### src/rtl/dut_bist_sequencer_pkg.sv
// Shared types, constants and pure step functions for the BIST sequencer.
package dut_bist_pkg;

   typedef enum logic [2:0] {
      ST_IDLE  = 3'd0,
      ST_CLEAR = 3'd1,
      ST_RUN   = 3'd2,
      ST_DRAIN = 3'd3,
      ST_DONE  = 3'd4
   } state_e;

   localparam logic [7:0]  LFSR_TAPS     = 8'hB8;
   localparam logic [15:0] MISR_POLY     = 16'h1021;
   localparam logic [7:0]  LFSR_ZERO_SUB = 8'h01;

   // Fibonacci step: feedback is the XOR of the tapped bits q7^q5^q4^q3.
   function automatic logic [7:0] lfsr_next(input logic [7:0] q);
      return {q[6:0], ^(q & LFSR_TAPS)};
   endfunction

   function automatic logic [15:0] misr_next(input logic [15:0] s, input logic [7:0] d);
      return {s[14:0], 1'b0} ^ (s[15] ? MISR_POLY : 16'h0000) ^ {8'h00, d};
   endfunction

   function automatic int unsigned max3(input int unsigned a, input int unsigned b,
                                        input int unsigned c);
      int unsigned m;
      m = (a > b) ? a : b;
      return (m > c) ? m : c;
   endfunction

endpackage

### src/rtl/dut_bist_sequencer_if.sv
// Control, stimulus and result signals between the bench/top level and the sequencer.
interface dut_bist_sequencer_if;
   logic        start;
   logic [7:0]  seed;
   logic        dut_clear;
   logic [7:0]  dut_input;
   logic [7:0]  dut_output;
   logic        busy;
   logic        done;
   logic [15:0] signature;

   modport master (
      output start, seed, dut_output,
      input  dut_clear, dut_input, busy, done, signature
   );

   modport slave (
      input  start, seed, dut_output,
      output dut_clear, dut_input, busy, done, signature
   );
endinterface

### src/rtl/dut_bist_sequencer_misr16.sv
// 16-bit Galois MISR compressing one 8-bit DUT sample per enabled cycle.
module misr16
   import dut_bist_pkg::*;
(
   input  logic        clk,
   input  logic        reset_n,
   input  logic        clr,
   input  logic        en,
   input  logic [7:0]  din,
   output logic [15:0] sig
);

   logic [15:0] sig_q;

   // Signature register; clear wins over capture.
   always_ff @(posedge clk or negedge reset_n) begin
      if (!reset_n) begin
         sig_q <= 16'h0000;
      end else if (clr) begin
         sig_q <= 16'h0000;
      end else if (en) begin
         sig_q <= misr_next(sig_q, din);
      end else begin
         sig_q <= sig_q;
      end
   end

   assign sig = sig_q;

endmodule

### src/rtl/dut_bist_sequencer.sv
// BIST sequencer: clears the DUT, drives LFSR stimulus and compresses its output into a MISR.
module dut_bist_sequencer
   import dut_bist_pkg::*;
#(
   parameter int unsigned NUM_VECTORS  = 256,
   parameter int unsigned CLEAR_CYCLES = 2,
   parameter int unsigned DUT_LATENCY  = 0
) (
   input  logic               clk,
   input  logic               reset_n,
   dut_bist_sequencer_if.slave bus
);

   localparam int unsigned CNT_MAX = max3(NUM_VECTORS, CLEAR_CYCLES, DUT_LATENCY);
   localparam int unsigned CW      = $clog2(CNT_MAX + 1);

   localparam logic [CW-1:0] CLR_LAST   = CW'(CLEAR_CYCLES - 1);
   localparam logic [CW-1:0] RUN_LAST   = CW'(NUM_VECTORS - 1);
   localparam logic [CW-1:0] DRAIN_LAST = CW'(DUT_LATENCY - 1);
   localparam logic [CW:0]   LAT_W      = (CW+1)'(DUT_LATENCY);

   state_e        state_q, state_d;
   logic [CW-1:0] cnt_q, cnt_d;
   logic [7:0]    lfsr_q, lfsr_d;
   logic          dut_clear_q, dut_clear_d;
   logic          busy_q, busy_d;
   logic          done_q, done_d;
   logic          misr_clr_s;
   logic          misr_en_s;
   logic          run_capture_s;
   logic [15:0]   signature_s;

   // RUN cycle k captures once k >= DUT_LATENCY, i.e. k+1 > DUT_LATENCY.
   assign run_capture_s = (({1'b0, cnt_q} + (CW+1)'(1)) > LAT_W);

   // Next-state, counter, LFSR and registered-output decode.
   always_comb begin
      state_d    = state_q;
      cnt_d      = cnt_q;
      lfsr_d     = lfsr_q;
      misr_clr_s = 1'b0;
      misr_en_s  = 1'b0;
      case (state_q)
         ST_IDLE, ST_DONE: begin
            if (bus.start) begin
               lfsr_d     = (bus.seed == 8'h00) ? LFSR_ZERO_SUB : bus.seed;
               cnt_d      = '0;
               misr_clr_s = 1'b1;
               state_d    = ST_CLEAR;
            end else begin
               state_d = state_q;
            end
         end
         ST_CLEAR: begin
            if (cnt_q == CLR_LAST) begin
               cnt_d   = '0;
               state_d = ST_RUN;
            end else begin
               cnt_d = cnt_q + CW'(1);
            end
         end
         ST_RUN: begin
            lfsr_d    = lfsr_next(lfsr_q);
            misr_en_s = run_capture_s;
            if (cnt_q == RUN_LAST) begin
               cnt_d   = '0;
               state_d = (DUT_LATENCY == 0) ? ST_DONE : ST_DRAIN;
            end else begin
               cnt_d = cnt_q + CW'(1);
            end
         end
         ST_DRAIN: begin
            misr_en_s = 1'b1;
            if (cnt_q == DRAIN_LAST) begin
               cnt_d   = '0;
               state_d = ST_DONE;
            end else begin
               cnt_d = cnt_q + CW'(1);
            end
         end
         default: begin
            cnt_d   = '0;
            state_d = ST_IDLE;
         end
      endcase
      dut_clear_d = (state_d == ST_CLEAR);
      busy_d      = (state_d == ST_CLEAR) || (state_d == ST_RUN) || (state_d == ST_DRAIN);
      done_d      = (state_d == ST_DONE);
   end

   // State, counter, LFSR and output flag registers.
   always_ff @(posedge clk or negedge reset_n) begin
      if (!reset_n) begin
         state_q     <= ST_IDLE;
         cnt_q       <= '0;
         lfsr_q      <= 8'h01;
         dut_clear_q <= 1'b0;
         busy_q      <= 1'b0;
         done_q      <= 1'b0;
      end else begin
         state_q     <= state_d;
         cnt_q       <= cnt_d;
         lfsr_q      <= lfsr_d;
         dut_clear_q <= dut_clear_d;
         busy_q      <= busy_d;
         done_q      <= done_d;
      end
   end

   misr16 u_misr (
      .clk     (clk),
      .reset_n (reset_n),
      .clr     (misr_clr_s),
      .en      (misr_en_s),
      .din     (bus.dut_output),
      .sig     (signature_s)
   );

   assign bus.dut_clear = dut_clear_q;
   assign bus.dut_input = lfsr_q;
   assign bus.busy      = busy_q;
   assign bus.done      = done_q;
   assign bus.signature = signature_s;

endmodule

### src/flat_wrapper.sv
// flat-port wrapper written by rule: the top's interface ports become plain ports
module dut_bist_sequencer_flat import dut_bist_pkg::*;
#(
   parameter int unsigned NUM_VECTORS  = 256,
   parameter int unsigned CLEAR_CYCLES = 2,
   parameter int unsigned DUT_LATENCY  = 0
)
  (clk, reset_n, bus_start, bus_seed, bus_dut_output, bus_dut_clear, bus_dut_input, bus_busy, bus_done, bus_signature);
  dut_bist_sequencer_if bus_i ();
  input  logic clk;
  input  logic reset_n;
  input wire logic [$bits(bus_i.start)-1:0] bus_start;
  input wire logic [$bits(bus_i.seed)-1:0] bus_seed;
  input wire logic [$bits(bus_i.dut_output)-1:0] bus_dut_output;
  output wire logic [$bits(bus_i.dut_clear)-1:0] bus_dut_clear;
  output wire logic [$bits(bus_i.dut_input)-1:0] bus_dut_input;
  output wire logic [$bits(bus_i.busy)-1:0] bus_busy;
  output wire logic [$bits(bus_i.done)-1:0] bus_done;
  output wire logic [$bits(bus_i.signature)-1:0] bus_signature;
  assign bus_i.start = bus_start;
  assign bus_i.seed = bus_seed;
  assign bus_i.dut_output = bus_dut_output;
  assign bus_dut_clear = bus_i.dut_clear;
  assign bus_dut_input = bus_i.dut_input;
  assign bus_busy = bus_i.busy;
  assign bus_done = bus_i.done;
  assign bus_signature = bus_i.signature;
  dut_bist_sequencer #(.NUM_VECTORS(NUM_VECTORS), .CLEAR_CYCLES(CLEAR_CYCLES), .DUT_LATENCY(DUT_LATENCY)) u_core (.clk(clk), .reset_n(reset_n), .bus(bus_i));
endmodule
### config.mk
export PLATFORM = sky130hd
export DESIGN_NAME = dut_bist_sequencer_flat
export DESIGN_NICKNAME = d
export VERILOG_FILES = /design/src/rtl/dut_bist_sequencer_pkg.sv /design/src/rtl/dut_bist_sequencer_if.sv /design/src/rtl/dut_bist_sequencer_misr16.sv /design/src/rtl/dut_bist_sequencer.sv /design/src/flat_wrapper.sv
export SDC_FILE = /design/constraint.sdc
export NUM_CORES = 1
export LEC_CHECK = 0
export CORE_UTILIZATION = 50
export DETAILED_ROUTE_END_ITERATION = 12
export PLACE_DENSITY = 0.89
export SYNTH_ARGS = -nofsm -noshare
export SYNTH_HDL_FRONTEND = slang
export SYNTH_SLANG_ARGS = --single-unit
export TNS_END_PERCENT = 10
### constraint.sdc
create_clock -name clk -period 3 [get_ports clk]
set_input_delay 0.45 -clock clk [delete_from_list [all_inputs] [get_ports clk]]
set_output_delay 0.45 -clock clk [all_outputs]
set_load 0.03 [all_outputs]
==> summary.md, run 1 <==
| Metric | Value |
|---|---|
| Status | `complete, no violations` |
| Die height | `67.1 um` |
| P per Cell Area | `1140 nW/um2` |
| Crit path kind | `reg -> reg` |
| Clk pin slew, worst setup/hold paths | `80 ps` |
| Syn Nets | `243` |
| Number of enable flip-flop cells after synthesis | `0` |
| CP Launch Type | `register` |
| Hold Path Class | `in -> async` |
| Final Cycle Share | `91.2%` |
| Synth Area in Simple Gates | `17.2%` |
| DRC | `0` |
| Ys flop type | `dfrtp_1` |
| Power Total | `3.06 mW` |
| Commonest cells after routing, fill and taps aside | `clkdlybuf4s50_1, dfrtp_1, nand2_1, o21ai_0, nand3_1` |
| Met3 WL | `289 um` |
| Num CTS Buffers | `5` |
| Sequential area share after synthesis | `~46%` |
| Endpoint class of the critical path | `register` |
| Ports | `46` |
| Clock Power Share | `15.0%` |
| DR top layer | `met4` |
| Max cap viols | `0` |
| Layout cell share with drive strength beyond 1 | `9.54%` |
| Die area | `4500 um2` |
| Largest family of logic cells by synthesized area | `compound AO/OA/AOI/OAI gates` |
| XOR/XNOR Fraction of Synth Area | `under 10%` |
| Crit-path max FO | `13` |
| Clk root buf | `clkbuf_8` |
| Peak supply drop | `685 uV` |
| Non-Filler Instances | `approximately 310` |
| Core area | `4030 um2` |
| Mux cell area share after synthesis | `4.25%` |
| Mapped Area | `2120 um2` |
| Port bufs | `45` |
| Routed Antenna Nets | `0` |
| Cells after Synth | `219` |
| Met1 wire length | `2130 um` |
| Pleak | `1.21 nW` |
| Setup TNS | `0 ps` |
| Initial antenna violation count | `0` |
| Initial core utilization | `about 53%` |
| Worst-case clock buffer depth | `2` |
| H-tree levels | `2` |
| Max Clk Rate | `~370 MHz` |
| Largest cells by area after synthesis | `dfrtp_1, nand2_1, o21ai_0, mux2i_1, xor2_1` |
| Initial drt markers | `150` |
| Slew margin rel. | `42.4%` |
| Initial DRT Pass Iterations | `4` |
| Top cell type's share of synthesized area | `44.9%` |
| Post-Syn Area per Cell | `9.68 um2` |
| Hold buffers post-CTS | `0` |
| #FFs+latches synth | `39` |
| Sw Ratio | `44.8%` |
| Met2 wire length | `2390 um` |
| Placed cell count | `304` |
| Clock sink count | `39` |
| Final setup viols | `0` |
| Critical Path AT | `2960 ps` |
| Combinational share of power | `52.0%` |
| Worst Tran Pin Value | `860 ps` |
| FFs w/ async S/R, synth | `100%` |
| Skew-Pair Late Insertion Delay | `300 ps` |
| Wire length per cell | `15.6 um` |
| Leading area contributor after synthesis | `dfrtp_1` |
| Internal Power | `1.69 mW` |
| Synth Warn # | `0` |
| First-pass GRT wire length | `about 7800 um` |
| Area fraction in compound gates after synthesis | `between 10% and 20%` |
| DR vias | `around 1800` |
| Worst endpoint required time | `3230 ps` |
| Commonest non-fill, non-tap cell in the layout | `clkdlybuf4s50_1` |
| Fin. Hold Viols | `0` |
| P_sw | `around 1.4 mW` |
| Clock Skews | `5.77 ps` |
| Max-slew violations | `0` |
| CTS tree | `built` |
| GRT Residual Overflow | `0` |
| Die Wd | `67.1 um` |
| Setup bufs post-CTS | `0` |
| Synth Area in Adders | `2.95%` |
| Placer Congestion | `roughly 0.9` |
| Post-layout nets | `285` |
| Final wirelength | `4880 um` |
| Netlist cell types | `48` |
| Tot GR Track Use | `23.9%` |
| Antenna diodes | `0` |
| Reg power frac | `about a third` |
| Rows | `23` |
| Post-DP HPWL | `3380 um` |
| Fillers | `318` |
| Routed vias/inst | `5.74` |
| Vias in the first global route | `1636` |
| Area growth from synthesis to layout | `27.2%` |
| Largest net degree at the start of global routing | `40` |
| RSZ-0062 raised after global routing | `no` |
| Crit path time final | `2740 ps` |
cell families after synthesis:
kind of cell               count (synthesis)
and+or+nand+nor                           73
adders and majority gates                  5
muxes                                      9
DFF                                       39
xor gates and xnor gates                  14
AOI/OAI and AO/OA                         63
buffers and inverters                     16
state kept, by name (all words and copies together) (netlist names):
register,count
u_core.bus.dut_clear,1
u_core.u_misr.sig,16
u_core.cnt_q,9
u_core.bus.dut_input,8
u_core.bus.busy,1
u_core.state_q,3
u_core.bus.done,1
layer usage:
| metal | track usage [%] | up-vias |
|---|---|---|
| li1 | - | 865 |
| met1 | 31.2 | 857 |
| met2 | 37.3 | 63 |
| met3 | 6.85 | 6 |
| met4 | 8.78 | 0 |
| met5 | 0 | - |
cell usage after synthesis, drive strengths merged, types with 2 or more instances:
| library cell | number |
|---|---|
| nand3 | 18 |
| a211o | 2 |
| inv | 5 |
| xnor2 | 4 |
| nor2b | 3 |
| nor2 | 6 |
| a21o | 2 |
| nor3 | 4 |
| nand2 | 27 |
| o21a | 2 |
| clkbuf | 6 |
| o21ai | 31 |
| nand2b | 3 |
| xor2 | 10 |
| a21oi | 11 |
| ha | 5 |
| o31ai | 2 |
| or3 | 3 |
| buf | 5 |
| a31oi | 3 |
| a211oi | 3 |
| dfrtp | 38 |
| mux2i | 9 |
stage by stage:
stage	utilization, %	cell area (um2)	setup WS [ps]	hold slack [ps]
floorplan	-	2120	719	154
global placement	63.9	2570	406	480
detailed placement	63.9	2570	229	499
CTS	66.8	2690	195	282
global route	66.9	2700	30.4	333
finish	66.9	2700	263	251
cell type report:
type / count / area [um2] / share of cell area (%)
clock inverters: 2 / 35.0 / 1.30
well taps: 50 / 62.6 / 2.32
inverters: 5 / 18.8 / 0.696
flip-flops and latches: 39 / 977 / 36.3
clock buffers: 6 / 82.6 / 3.06
repair buffers: 46 / 453 / 16.8
multi-input cells: 164 / 1070 / 39.6
worst paths after layout:
path	from	end	slack, ps	cells after the start
worst max-delay path	u_core.cnt_q[0]	u_core.u_misr.sig[5]	260	10
min in group clk	u_core.bus.dut_input[6]	u_core.bus.dut_input[7]	520	2
max in group asynchronous	reset_n	u_core.state_q[1]	2220	1
worst min register to register	u_core.bus.dut_input[6]	u_core.bus.dut_input[7]	520	2
worst min-delay path	reset_n	u_core.u_misr.sig[1]	250	1
worst max register to register	u_core.cnt_q[0]	u_core.u_misr.sig[5]	260	10
power by group through the flow:
stage	Clock (mW)	Sequential, mW	Combinational, mW
final	0.458	1.01	1.59
after global routing	0.484	1.04	1.73
after CTS	0.461	1.01	1.60
after detailed placement	0	1.01	1.59
after global placement	0	1.00	1.54
after floorplan	0	1.27	0.806
worst max-delay path: stages, from the launching register on:
cell and delay [ps]:
dfrtp_1 470, ha_1 290, nand2_1 150, nor2_1 180, nand3_1 140, ha_1 330
inv_1 110, a2111oi_4 60, o21a_2 170, nor2_2 520, mux2i_1 260
what timing repair did:
item | in CTS | in global routing
endpoints found under the setup margin | 0 | 2
gates resized for setup | 0 | 1
hold endpoints to repair | 0 | 0
No activity file was read; power rests on OpenSTA's default activity.
==> run 2, diff against run 1 <==
--- a/config.mk
+++ b/config.mk
@@ -5,9 +5,10 @@
 export SDC_FILE = /design/constraint.sdc
 export NUM_CORES = 1
 export LEC_CHECK = 0
-export CORE_UTILIZATION = 50
+export CORE_UTILIZATION = 46
+export CTS_CLUSTER_SIZE = 14
 export DETAILED_ROUTE_END_ITERATION = 12
-export PLACE_DENSITY = 0.89
+export PLACE_DENSITY = 0.86
 export SYNTH_ARGS = -nofsm -noshare
 export SYNTH_HDL_FRONTEND = slang
 export SYNTH_SLANG_ARGS = --single-unit
==> constraint.sdc (replaced) <==
create_clock -name clk -period 2.3 [get_ports clk]
set_input_delay 0.345 -clock clk [delete_from_list [all_inputs] [get_ports clk]]
set_output_delay 0.345 -clock clk [all_outputs]
set_load 0.03 [all_outputs]
==> run 2 against run 1 <==
  * Worst hold slack got worse by 100 ps
  * First-iteration DRC count decreased by 35%
  * Final cell count increased by 6.4%
  * Sequential power increased by 26%
  * Register-to-register slack got worse by 160 ps
  * Combinational power increased by 47%
  * Clock power increased by 49%
  * Die area increased by 8.4%
  * Maximum frequency increased by 24%
  * Design area increased by 6.9%
==> summary.md, run 2 (synthesis gave the netlist of run 1 again) <==
| Metric | Value |
|---|---|
| Post-DP HPWL | `3520 um` |
| Max cap viols | `0` |
| Hold buffers post-CTS | `0` |
| First-pass GRT wire length | `8540 um` |
| Num CTS Buffers | `5` |
| Routed Antenna Nets | `0` |
| P per Cell Area | `1490 nW/um2` |
| Die height | `69.9 um` |
| Pleak | `1.31 nW` |
| DR vias | `1874` |
| Core area | `4380 um2` |
| Worst Tran Pin Value | `848 ps` |
| FF-to-FF setup slack | `around 100 ps` |
| Final WS setup | `between 100 and 150 ps` |
| Commonest non-fill, non-tap cell in the layout | `clkdlybuf4s50_1` |
| Reg-to-Reg End | `u_core.cnt_q[4]` |
| Clock Skews | `9.07 ps` |
| Crit path launch | `u_core.cnt_q[0]` |
| Power Total | `around 4.3 mW` |
| Rows | `24` |
| Largest net degree at the start of global routing | `40` |
| Design Area, Final | `2880 um2` |
| Area growth from synthesis to layout | `35.9%` |
| Ports | `46` |
| Final wirelength | `roughly 5100 um` |
| Wire length per cell | `15.5 um` |
| Critical Path AT | `between 2000 and 2500 ps` |
| Die area | `between 4000 and 5000 um2` |
| Max Clk Rate | `455 MHz` |
| Worst-case clock buffer depth | `2` |
| DRC | `0` |
| Final setup viols | `0` |
| GRT Residual Overflow | `0` |
| Placer Congestion | `0.878` |
| Skew-Pair Late Insertion Delay | `300 ps` |
| Crit-path max FO | `4` |
| Fin. Hold Viols | `0` |
| Worst endpoint required time | `2510 ps` |
| Endpoint class of the critical path | `register` |
| Port bufs | `45` |
| Tot GR Track Use | `21.9%` |
| Routed vias/inst | `5.64` |
| Slew margin rel. | `43.4%` |
| Crit path time final | `2200 ps` |
| Fillers | `343` |
| Initial DRT Pass Iterations | `4` |
| R2R depth | `11` |
| H-tree levels | `2` |
| Placed Instance Area | `~2700 um2` |
| Crit path kind | `reg -> reg` |
| Status | `complete, no violations` |
| Die Wd | `69.9 um` |
| Clk root buf | `clkbuf_8` |
| Layout cell share with drive strength beyond 1 | `16.8%` |
| Place WS | `2.48 ps` |
| Commonest cells after routing, fill and taps aside | `clkdlybuf4s50_1, dfrtp_1, nand2_1, o21ai_0, buf_4` |
| Max-slew violations | `0` |
| Initial drt markers | `98` |
| Clk pin slew, worst setup/hold paths | `80 ps` |
| Post-layout nets | `303` |
| Number of flip-flops under the largest register name | `16` |
| Vias in the first global route | `1817` |
| Peak supply drop | `between 700 and 800 uV` |
| Antenna diodes | `0` |
| Final Cycle Share | `between 90 and 100%` |
| Initial core utilization | `48.3%` |
| Critical R2R Launch | `u_core.cnt_q[0]` |
| CTS tree | `built` |
| Clock sink count | `39` |
| CP Launch Type | `register` |
| Initial antenna violation count | `0` |
| Hold Path Class | `in -> async` |
## run 2: per-layer routing
metal  global-route usage (%)  part of all wire [%]  wire length, um  vias up
met5                        0                     0                0        -
met2                     34.3                    48             2490       61
met3                     4.62                   5.7              293        9
met4                     8.00                   1.3               65        0
li1                         -                     -                -      902
met1                     30.2                    45             2290      902
## run 2: how the worst max path moves through the flow
stage | end | slack, ps | cells past startpoint
after floorplan | u_core.u_misr.sig[0] | 20 | 11
after global routing | u_core.cnt_q[4] | -40 | 11
final | u_core.cnt_q[4] | 100 | 11
after global placement | u_core.u_misr.sig[5] | 80 | 10
after detailed placement | u_core.u_misr.sig[5] | 2 | 10
after CTS | u_core.cnt_q[4] | 50 | 11
## run 2: stage by stage
stage	util, %	hold slack (ps)	std cells	TNS, ps
2_1_floorplan	-	49.4	219	0
3_3_place_gp	61.0	488	319	0
3_5_place_dp	61.0	504	319	0
4_1_cts	64.1	189	327	0
5_1_grt	65.7	243	332	-58.2
6_report	65.7	147	332	0
## run 2: worst max-delay path, stage by stage (launching register included)
cell,delay (ps)
dfrtp_1,380
ha_1,230
nand2_2,80
nor2_2,50
nand3_1,100
inv_1,70
ha_1,210
mux2i_2,210
nand2_2,120
o32a_1,240
or3_1,340
o21ai_0,90
## run 2: timing repair
| action | in CTS | in global routing |
|---|---|---|
| endpoints found under the setup margin | 3 | 19 |
| pin swaps | 0 | 1 |
| setup buffers | 0 | 5 |
| gates resized for setup | 1 | 7 |
## run 2: power by group
| group | internal (mW) | switching, mW | leakage, nW | total (mW) |
|---|---|---|---|---|
| clock network | 0.434 | 0.248 | 0.0654 | 0.682 |
| registers | 0.980 | 0.291 | 0.486 | 1.27 |
| logic | 1.02 | 1.31 | 0.755 | 2.34 |
## run 2: area by class of cell
type                            instances  area (um2)  share of cell area [%]
Clock inverter                          2        60.1                    2.09
Sequential cell                        39         977                    33.9
Clock buffer                            6        72.6                    2.52
Multi-Input combinational cell        164        1100                    38.1
Timing Repair Buffer                   64         588                    20.4
Tap cell                               52        65.1                    2.26
Inverter                                5        18.8                   0.652
